===== config.mk =====
export PLATFORM = sky130hd
export DESIGN_NAME = mult_div_unit
export DESIGN_NICKNAME = d
export VERILOG_FILES = /design/src/rtl/mult_div_pkg.sv /design/src/rtl/mult_div_unit.sv
export SDC_FILE = /design/constraint.sdc
export NUM_CORES = 1
export LEC_CHECK = 0
export BUFFER_PORTS_ARGS = -buffer_cell sky130_fd_sc_hd__buf_4
export CORE_MARGIN = 2
export CORE_UTILIZATION = 30
export DETAILED_ROUTE_END_ITERATION = 16
export SYNTH_ARGS = -nofsm -noshare
export SYNTH_HDL_FRONTEND = slang
export SYNTH_SLANG_ARGS = --single-unit
export TNS_END_PERCENT = 100

===== constraint.sdc =====
create_clock -name Clk -period 4.1 [get_ports Clk]
set_input_delay 1.23 -clock Clk [delete_from_list [all_inputs] [get_ports Clk]]
set_output_delay 1.23 -clock Clk [all_outputs]
set_load 0.02 [all_outputs]

===== src/rtl/mult_div_pkg.sv =====
// Shared types and sign-fix helper for the iterative multiply/divide unit.
package mult_div_pkg;

   typedef enum logic [1:0] {
      OP_MULT  = 2'b00,
      OP_MULTU = 2'b01,
      OP_DIV   = 2'b10,
      OP_DIVU  = 2'b11
   } md_op_t;

   typedef enum logic [2:0] {
      IDLE,
      PREP,
      RUN,
      FIX,
      DONE
   } md_state_t;

   localparam int MD_MAX_W = 128;

   // Two's-complement negate of the low w bits of x; bits at and above w are cleared.
   function automatic logic [MD_MAX_W-1:0] negate(input logic [MD_MAX_W-1:0] x, input int w);
      logic [MD_MAX_W-1:0] mask;
      mask = '1;
      if (w < MD_MAX_W) mask = ~({MD_MAX_W{1'b1}} << w);
      return (~x + MD_MAX_W'(1)) & mask;
   endfunction

endpackage


===== src/rtl/mult_div_unit.sv =====
// Iterative MULT/MULTU/DIV/DIVU with Start/Done handshake; Done WIDTH+3 cycles after Start (2 on divide-by-zero).
// No backpressure: Start is accepted only in IDLE and is otherwise dropped; Hi/Lo hold until the next result.
module mult_div_unit
   import mult_div_pkg::*;
#(
   parameter int WIDTH = 32
) (
   input  logic             Clk,
   input  logic             Reset,
   input  logic             Start,
   input  logic [1:0]       Op,
   input  logic [WIDTH-1:0] A,
   input  logic [WIDTH-1:0] B,
   output logic             Busy,
   output logic             Done,
   output logic [WIDTH-1:0] Hi,
   output logic [WIDTH-1:0] Lo,
   output logic             DivZero
);

   localparam int CNT_W = $clog2(WIDTH) + 1;
   localparam int W2    = 2 * WIDTH;

   md_state_t        state, state_nxt;
   md_op_t           op_q;
   logic [WIDTH-1:0] a_q, b_q;
   logic [WIDTH-1:0] addend;
   logic [W2-1:0]    acc;
   logic [WIDTH-1:0] rem;
   logic [CNT_W-1:0] cnt;
   logic             neg_p, neg_r;
   logic [WIDTH-1:0] hi_q, lo_q;
   logic             dz_q;

   logic             is_div, is_signed, s_a, s_b, div_by_zero, last_iter;
   logic [WIDTH-1:0] mag_a, mag_b;
   logic [WIDTH:0]   mul_sum, mul_top;
   logic [WIDTH:0]   div_shift;
   logic [WIDTH-1:0] div_sub;
   logic             div_ge;
   logic [W2-1:0]    prod_fix;
   logic [WIDTH-1:0] quo_fix, rem_fix;

   // Operand conditioning, one iteration step and the final sign fixes.
   always_comb begin
      is_div      = op_q[1];
      is_signed   = ~op_q[0];
      s_a         = is_signed & a_q[WIDTH-1];
      s_b         = is_signed & b_q[WIDTH-1];
      mag_a       = s_a ? WIDTH'(negate(MD_MAX_W'(a_q), WIDTH)) : a_q;
      mag_b       = s_b ? WIDTH'(negate(MD_MAX_W'(b_q), WIDTH)) : b_q;
      div_by_zero = is_div && (b_q == '0);
      last_iter   = (cnt == CNT_W'(WIDTH - 1));

      mul_sum     = {1'b0, acc[W2-1:WIDTH]} + {1'b0, addend};
      mul_top     = acc[0] ? mul_sum : {1'b0, acc[W2-1:WIDTH]};

      div_shift   = {rem, acc[WIDTH-1]};
      div_ge      = (div_shift >= {1'b0, addend});
      div_sub     = div_shift[WIDTH-1:0] - addend;

      prod_fix    = neg_p ? W2'(negate(MD_MAX_W'(acc), W2)) : acc;
      quo_fix     = neg_p ? WIDTH'(negate(MD_MAX_W'(acc[WIDTH-1:0]), WIDTH)) : acc[WIDTH-1:0];
      rem_fix     = neg_r ? WIDTH'(negate(MD_MAX_W'(rem), WIDTH)) : rem;
   end

   always_ff @(posedge Clk) begin
      if (Reset) state <= IDLE;
      else       state <= state_nxt;
   end

   always_comb begin
      state_nxt = state;
      case (state)
         IDLE:    if (Start) state_nxt = PREP;
         PREP:    state_nxt = div_by_zero ? DONE : RUN;
         RUN:     if (last_iter) state_nxt = FIX;
         FIX:     state_nxt = DONE;
         DONE:    state_nxt = IDLE;
         default: state_nxt = IDLE;
      endcase
   end

   always_comb begin
      Busy = 1'b0;
      Done = 1'b0;
      case (state)
         PREP, RUN, FIX: Busy = 1'b1;
         DONE:           Done = 1'b1;
         default:        ;
      endcase
   end

   // In RUN the low half of acc holds the multiplier (MULT) or the dividend/quotient (DIV).
   always_ff @(posedge Clk) begin
      if (Reset) begin
         op_q   <= OP_MULT;
         a_q    <= '0;
         b_q    <= '0;
         addend <= '0;
         acc    <= '0;
         rem    <= '0;
         cnt    <= '0;
         neg_p  <= 1'b0;
         neg_r  <= 1'b0;
         hi_q   <= '0;
         lo_q   <= '0;
         dz_q   <= 1'b0;
      end else begin
         case (state)
            IDLE: begin
               if (Start) begin
                  op_q <= md_op_t'(Op);
                  a_q  <= A;
                  b_q  <= B;
                  dz_q <= 1'b0;
               end
            end
            PREP: begin
               addend <= is_div ? mag_b : mag_a;
               acc    <= {{WIDTH{1'b0}}, (is_div ? mag_a : mag_b)};
               rem    <= '0;
               cnt    <= '0;
               neg_p  <= s_a ^ s_b;
               neg_r  <= s_a;
               if (div_by_zero) begin
                  hi_q <= a_q;
                  lo_q <= '1;
                  dz_q <= 1'b1;
               end
            end
            RUN: begin
               cnt <= cnt + CNT_W'(1);
               if (is_div) begin
                  acc[WIDTH-1:0] <= {acc[WIDTH-2:0], div_ge};
                  rem            <= div_ge ? div_sub : div_shift[WIDTH-1:0];
               end else begin
                  acc <= {mul_top, acc[WIDTH-1:1]};
               end
            end
            FIX: begin
               if (is_div) begin
                  hi_q <= rem_fix;
                  lo_q <= quo_fix;
               end else begin
                  hi_q <= prod_fix[W2-1:WIDTH];
                  lo_q <= prod_fix[WIDTH-1:0];
               end
            end
            default: ;
         endcase
      end
   end

   assign Hi      = hi_q;
   assign Lo      = lo_q;
   assign DivZero = dz_q;

endmodule

==> results.md, run 1 <==
- FMAX: about 0.26 GHz
- CP Capture Type: flop
- Die Ht: 248.6 µm
- TritonRoute pass-1 iters: 12
- Most frequent cell after synthesis: nand2_1
- Tcrit/Tclk final: 95.59%
- Initial Utilization: 30.36%
- Setup TNS: 0 ns
- GRT overflow: 0
- Tightest Pin Transition: around 1.1 ns
- Yosys Warn Count: 0
- Reg clk slew, reported paths: 0.06 ns
- Seq cells post-synth: 270
- Failing checks: design-rule violations
- GR Util All Layers: between 20% and 30%
- Share of layout cells above drive strength 1: 11.91%
- Max IR drop VDD: 0.0002405 V
- Final #Nets: 2589
- GR peak layer: met2
- Worst Path Arrival: 4.33 ns
- Area contributors post-synth: dfxtp_1 30%, nand2_1 7.0%, a21oi_1 6.8%, xnor2_1 6.1%, nor2_1 5.0%
- Area Overhead vs Synth: 17.46%
- Power density over the cells: 396.7 mW/mm²
- Wirelength per Cell: roughly 22 µm
- Max-cap viol count: 0
- TritonCTS Buffers: 35
- Via count: 18452
- CTS Buffer Depth: 3
- Final hold vios: 0
- Later-pin clock latency in the skew report: 0.58 ns
- Status: complete, but fails checks
- Average size of a mapped cell: 7.549 µm²
- Vias in the first global route: 17072
- Clock skew: around 0.023 ns
- Post-synth top cells: 335 x nand2_1, 270 x dfxtp_1, 243 x a21oi_1, 240 x nor2_1, 135 x clkbuf_1
- TritonCTS clock tree: built
- Core area: 0.05913 mm²
- Area share of the largest cell type after synthesis: 30.11%
- Post-CTS Resized: 0
- Post-CTS Hold Fix Bufs: 0
- Slew Limit Fails: 0
- Root buf cell: clkbuf_16
- Met3 Use GR: 3.884%
- Tightest hold margin: around 0.47 ns
- GR met2 Demand/Resource: 34.41%
- Worst hold path type: flop to flop
- H-tree Lvls: 2
- Post-synthesis cell area: approximately 0.018 mm²
- Synth area leader: dfxtp_1
- Die area: just over 0.06 mm²
- RePlAce Congestion: between 0.9 and 1
- Layout fillers: 6176
- Mapped Nets: roughly 2500
- Async SR Flop Fraction: 0%
- Synthesized instance count: 2378
- Die width: 248.6 µm
- # IOs: 136
- DP Wirelength: about 55000 µm
- Largest net degree at the start of global routing: 110
- EDFF count, synth: 0
- Postcts setup bufs: 0
- DR iter-0 viols: 1811
- Met1 Usage GRT: 31.38%
- Port Buffer Count: around 140
- Setup violators final: 0
- Post-DR vias/cell: 5.679
- FP Rows: between 80 and 90
- Detailed Route WL: 71760 µm
- DRC: 7
- CP max FO: 25
- TritonCTS Sinks: 270
- Critical path class: flop to flop
- Startpoint Class: flop
- Data required time at the worst endpoint: 4.51 ns
- Seq/Total Area, Yosys: 30.11%
- Antenna violations before repair: 0
- Cell variety after synth: 76
- Leakage power: 0.008295 µW
- RSZ-0062 raised after global routing: no
- Post-synth top flop: dfxtp_1
- Minimum clock period: 3.919 ns
- Worst rel slew slack: 23.73%
- First-pass GRT wire length: between 100000 and 150000 µm
- ANT cells: 0
- Routed Antenna Nets: 0
[final cells by class]
type                       instances  area [µm²]  area share [%]
tap                              773       967.2           4.587
timing repair buffer             193        1503           7.126
multi-input combinational       1889       11740           55.68
inverter                          60       225.2           1.068
sequential                       270        5410           25.66
clock buffer                      45       973.4           4.616
clock inverter                    19       267.8           1.270
[worst paths after layout]
kind                                     startpoint                   to  slack, ns  cells after the start
worst max register to register  rem[2]$_SDFFE_PP0P_  rem[2]$_SDFFE_PP0P_       0.18                     14
worst min-delay path            Hi[11]$_SDFFE_PP0P_  Hi[11]$_SDFFE_PP0P_       0.47                      2
worst max-delay path            rem[2]$_SDFFE_PP0P_  rem[2]$_SDFFE_PP0P_       0.18                     14
worst min register to register  Hi[11]$_SDFFE_PP0P_  Hi[11]$_SDFFE_PP0P_       0.47                      2
[worst max-delay path, stage by stage (launching register included)]
cell and delay [ns]:
dfxtp_1 0.49, ha_1 0.35, a21o_1 0.20, a21oi_1 0.20
a21oi_1 0.15, o31ai_1 0.26, buf_4 0.18, nand3b_1 0.10
a21oi_2 0.19, a2111oi_0 0.12, buf_4 0.16, a2111oi_4 0.70
buf_12 0.30, mux2i_1 0.25, o21ai_0 0.10
[sequential cells by signal (all words and copies together) (netlist names), 6 cells and up]
signal  cells
cnt         6
b_q        32
a_q        32
Lo         32
Hi         32
addend     32
rem        32
acc        64
[routing by layer]
layer / part of all wire (%) / vias up
met5: 0 / -
met4: 3.3 / 0
met3: 8.0 / 114
met2: 44 / 820
met1: 45 / 8835
li1: - / 8683
[power by group]
part	switching [µW]	leakage (µW)	internal, µW
combinational	1260	0.00550	800
clock	1330	0.000602	2020
sequential	224	0.00219	2740
[layout by cell type (no fill, tap or decap), drive strengths merged, types with 13 or more instances in the layout]
| master | instances |
|---|---|
| a211oi | 105 |
| a21o | 31 |
| a21oi | 246 |
| a22oi | 23 |
| a31oi | 13 |
| buf | 193 |
| clkbuf | 45 |
| dfxtp | 270 |
| ha | 69 |
| inv | 62 |
| mux2i | 63 |
| nand2 | 335 |
| nand2b | 20 |
| nand3 | 32 |
| nand4 | 16 |
| nor2 | 240 |
| nor2b | 21 |
| nor3 | 42 |
| nor4 | 21 |
| o211ai | 29 |
| o21ai | 124 |
| o22ai | 24 |
| o31ai | 32 |
| o41ai | 17 |
| or3 | 23 |
| or4 | 16 |
| xnor2 | 126 |
| xor2 | 81 |
[per-stage QoR]
step                std cells  power (µW)  setup WS, ns  utilization, %  cell area (µm²)
detailed placement       3185        5024        0.2826           33.56            19850
CTS                      3249        8373        0.2653           35.66            21090
global route             3249        8698      0.002328           35.66            21090
finish                   3249        8366        0.1808           35.66            21090
global placement         3185        5016        0.4155           33.56            19850
floorplan                2378        4335         1.019               -            17950
[kinds of logic after synthesis]
group	Yosys count	share of synthesized area [%]
simple gates	812	20.25
compound gates	734	26.21
buf+inv	219	4.663
flops	270	30.11
xor+xnor	207	10.10
mux	65	3.638
fa+ha+maj	71	5.032
Note: power is estimated with default switching activity, not from simulation.
==> inputs of run 2 (changes only) <==
--- a/config.mk
+++ b/config.mk
@@ -9,6 +9,8 @@
 export CORE_MARGIN = 2
 export CORE_UTILIZATION = 30
 export DETAILED_ROUTE_END_ITERATION = 16
+export GPL_TIMING_DRIVEN = 1
+export RECOVER_POWER = 50
 export SYNTH_ARGS = -nofsm -noshare
 export SYNTH_HDL_FRONTEND = slang
 export SYNTH_SLANG_ARGS = --single-unit
==> results.md, run 2 (synthesis results as in run 1) <==
- Port Buffer Count: roughly 140
- Worst Path Arrival: 4.33 ns
- Max-cap viol count: 1
- Failing checks: design-rule violations, max-capacitance violations, max-slew violations
- Postcts setup bufs: 0
- Via count: 18460
- Worst-path cell chain: ha_1 > a21o_1 > a21oi_1 > a21oi_1 > o31ai_1 > buf_4 > nand3b_1 > a21oi_2 > a2111oi_0 > buf_4 > a2111oi_4 > buf_12 > mux2i_1 > o21ai_0
- Root buf cell: clkbuf_16
- Post-CTS Resized: 0
- Critical path's top delay family: compound AO/OA/AOI/OAI gates
- Register with the most flip-flops: acc
- # IOs: 136
- Tightest hold margin: 0.4680 ns
- Worst path slowest cell: a2111oi_4
- Post-CTS Hold Fix Bufs: 0
- Layout fillers: 6251
- GR Util All Layers: 22.33%
- Post-Layout Inst Area: 0.02082 mm²
- Worst Hold Path Cells: 2
- Antenna violations before repair: 0
- Slew Limit Fails: 71
- TritonRoute pass-1 iters: 12
- Fin cells: 3249
- Inst Count DP: 3185
- Worst rel slew slack: -14.75%
- Reg2reg end: rem[2]$_SDFFE_PP0P_
- CP max FO: 25
- Min-delay src: Hi[11]$_SDFFE_PP0P_
- TritonCTS Buffers: 35
- GRT overflow: 0
- Detailed Route WL: 71870 µm
- Wirelength per Cell: 22.12 µm
- Vias in the first global route: 17072
- Post-DR vias/cell: approximately 5.7
- Die Ht: 248.6 µm
- TritonCTS Sinks: between 200 and 300
- Post-route setup slack: approximately 0.18 ns
- Tightest Pin Transition: 1.721 ns
- Tcrit/Tclk final: a little over nine tenths
- Cells on worst reg2reg path: 14
- Setup violators final: 0
- Die area: 0.06181 mm²
- Initial Utilization: between 30% and 40%
- Commonest non-fill, non-tap cell in the layout: nand2_1
- Final hold vios: 0
- DR iter-0 viols: 1861
- Area Overhead vs Synth: 15.97%
- TritonCTS clock tree: built
- Max IR drop VDD: 0.0002399 V
- Worst hold path type: flop to flop
- ANT cells: 0
- Max stage delay on crit path: 0.70 ns
- DRC: 7
- Reg clk slew, reported paths: 0.06 ns
- Power density over the cells: 401.1 mW/mm²
- Final #Nets: approximately 2600
- Later-pin clock latency in the skew report: 0.57 ns
- Core area: 0.05913 mm²
- Placed cell areas: 0.01985 mm²
- Largest net degree at the start of global routing: 110
- Most frequent cells in the layout: 335 x nand2_1, 268 x dfxtp_1, 243 x a21oi_1
- First-pass GRT wire length: between 100000 and 150000 µm
- Share of layout cells above drive strength 1: 9.208%
- Leakage power: roughly 0.0080 µW
- CTS Buffer Depth: 3
- FMAX: 0.2550 GHz
- H-tree Lvls: 2
- CP Capture Type: flop
- DP Wirelength: 55490 µm
- R2R setup slack: about 0.18 ns
- Status: complete, but fails checks
- Data required time at the worst endpoint: approximately 4.5 ns
- Critical path class: flop to flop
- Setup TNS: 0 ns
- RePlAce Congestion: around 0.97
- Worst slack, placed: 0.2826 ns
- FP Rows: 89
- Hold EP: Hi[11]$_SDFFE_PP0P_
- Routed Antenna Nets: 0
- CP Buf/Inv Count: 3
- Max FFs per register: 64
- Clock skew: 0.02371 ns
- Startpoint Class: flop
- Worst R2R Start: rem[2]$_SDFFE_PP0P_
- Die width: 248.6 µm
- RSZ-0062 raised after global routing: no
- Minimum clock period: just under 4 ns
run 2: worst register-to-register path, delay by kind of cell (launching register included):
| family | cells | cell delay [ns] |
|---|---|---|
| adders and majority gates | 1 | 0.35 |
| AOI/OAI and AO/OA | 8 | 1.92 |
| buffers and inverters | 3 | 0.64 |
| DFF | 1 | 0.49 |
| muxes | 1 | 0.28 |
| and+or+nand+nor | 1 | 0.10 |
run 2: report_power, final:
group | internal (µW) | switching, µW | total [µW]
Sequential | 2740 | 223 | 2960
Clock | 2020 | 1330 | 3350
Combinational | 784 | 1260 | 2040
Total | 5540 | 2810 | 8350
run 2: how the worst max path moves through the flow:
stage                     slack [ns]                 from             endpoint  cells past startpoint
after CTS                       0.27  rem[2]$_SDFFE_PP0P_  rem[2]$_SDFFE_PP0P_                     14
after global placement          0.42  acc[3]$_SDFFE_PP0P_   Hi[9]$_SDFFE_PP0P_                      9
after floorplan                 1.02  rem[6]$_SDFFE_PP0P_  Hi[31]$_SDFFE_PP0P_                     10
after global routing           0.002  rem[2]$_SDFFE_PP0P_  rem[2]$_SDFFE_PP0P_                     14
after detailed placement        0.28  rem[2]$_SDFFE_PP0P_  rem[2]$_SDFFE_PP0P_                     14
final                           0.18  rem[2]$_SDFFE_PP0P_  rem[2]$_SDFFE_PP0P_                     14
run 2: cell type report:
cell class / instances / area, µm² / share of cell area [%]
multi-input combinational: 1889 / 11740 / 56.38
sequential: 270 / 5410 / 25.99
timing repair buffer: 193 / 1237 / 5.944
tap: 773 / 967.2 / 4.646
inverter: 60 / 225.2 / 1.082
clock buffer: 45 / 973.4 / 4.676
clock inverter: 19 / 267.8 / 1.286
run 2: per-layer routing:
metal	up-vias	GRT usage (%)	wire [µm]
li1	8684	-	-
met1	8878	31.38	32420
met2	778	34.41	31340
met3	120	3.884	5662
met4	0	7.481	2445
met5	-	0	0
run 2: per-stage QoR:
stage | total power [µW] | utilization [%]
floorplan | 4335 | -
finish | 8350 | 35.21
global placement | 5016 | 33.56
CTS | 8373 | 35.66
global route | 8683 | 35.21
detailed placement | 5024 | 33.56
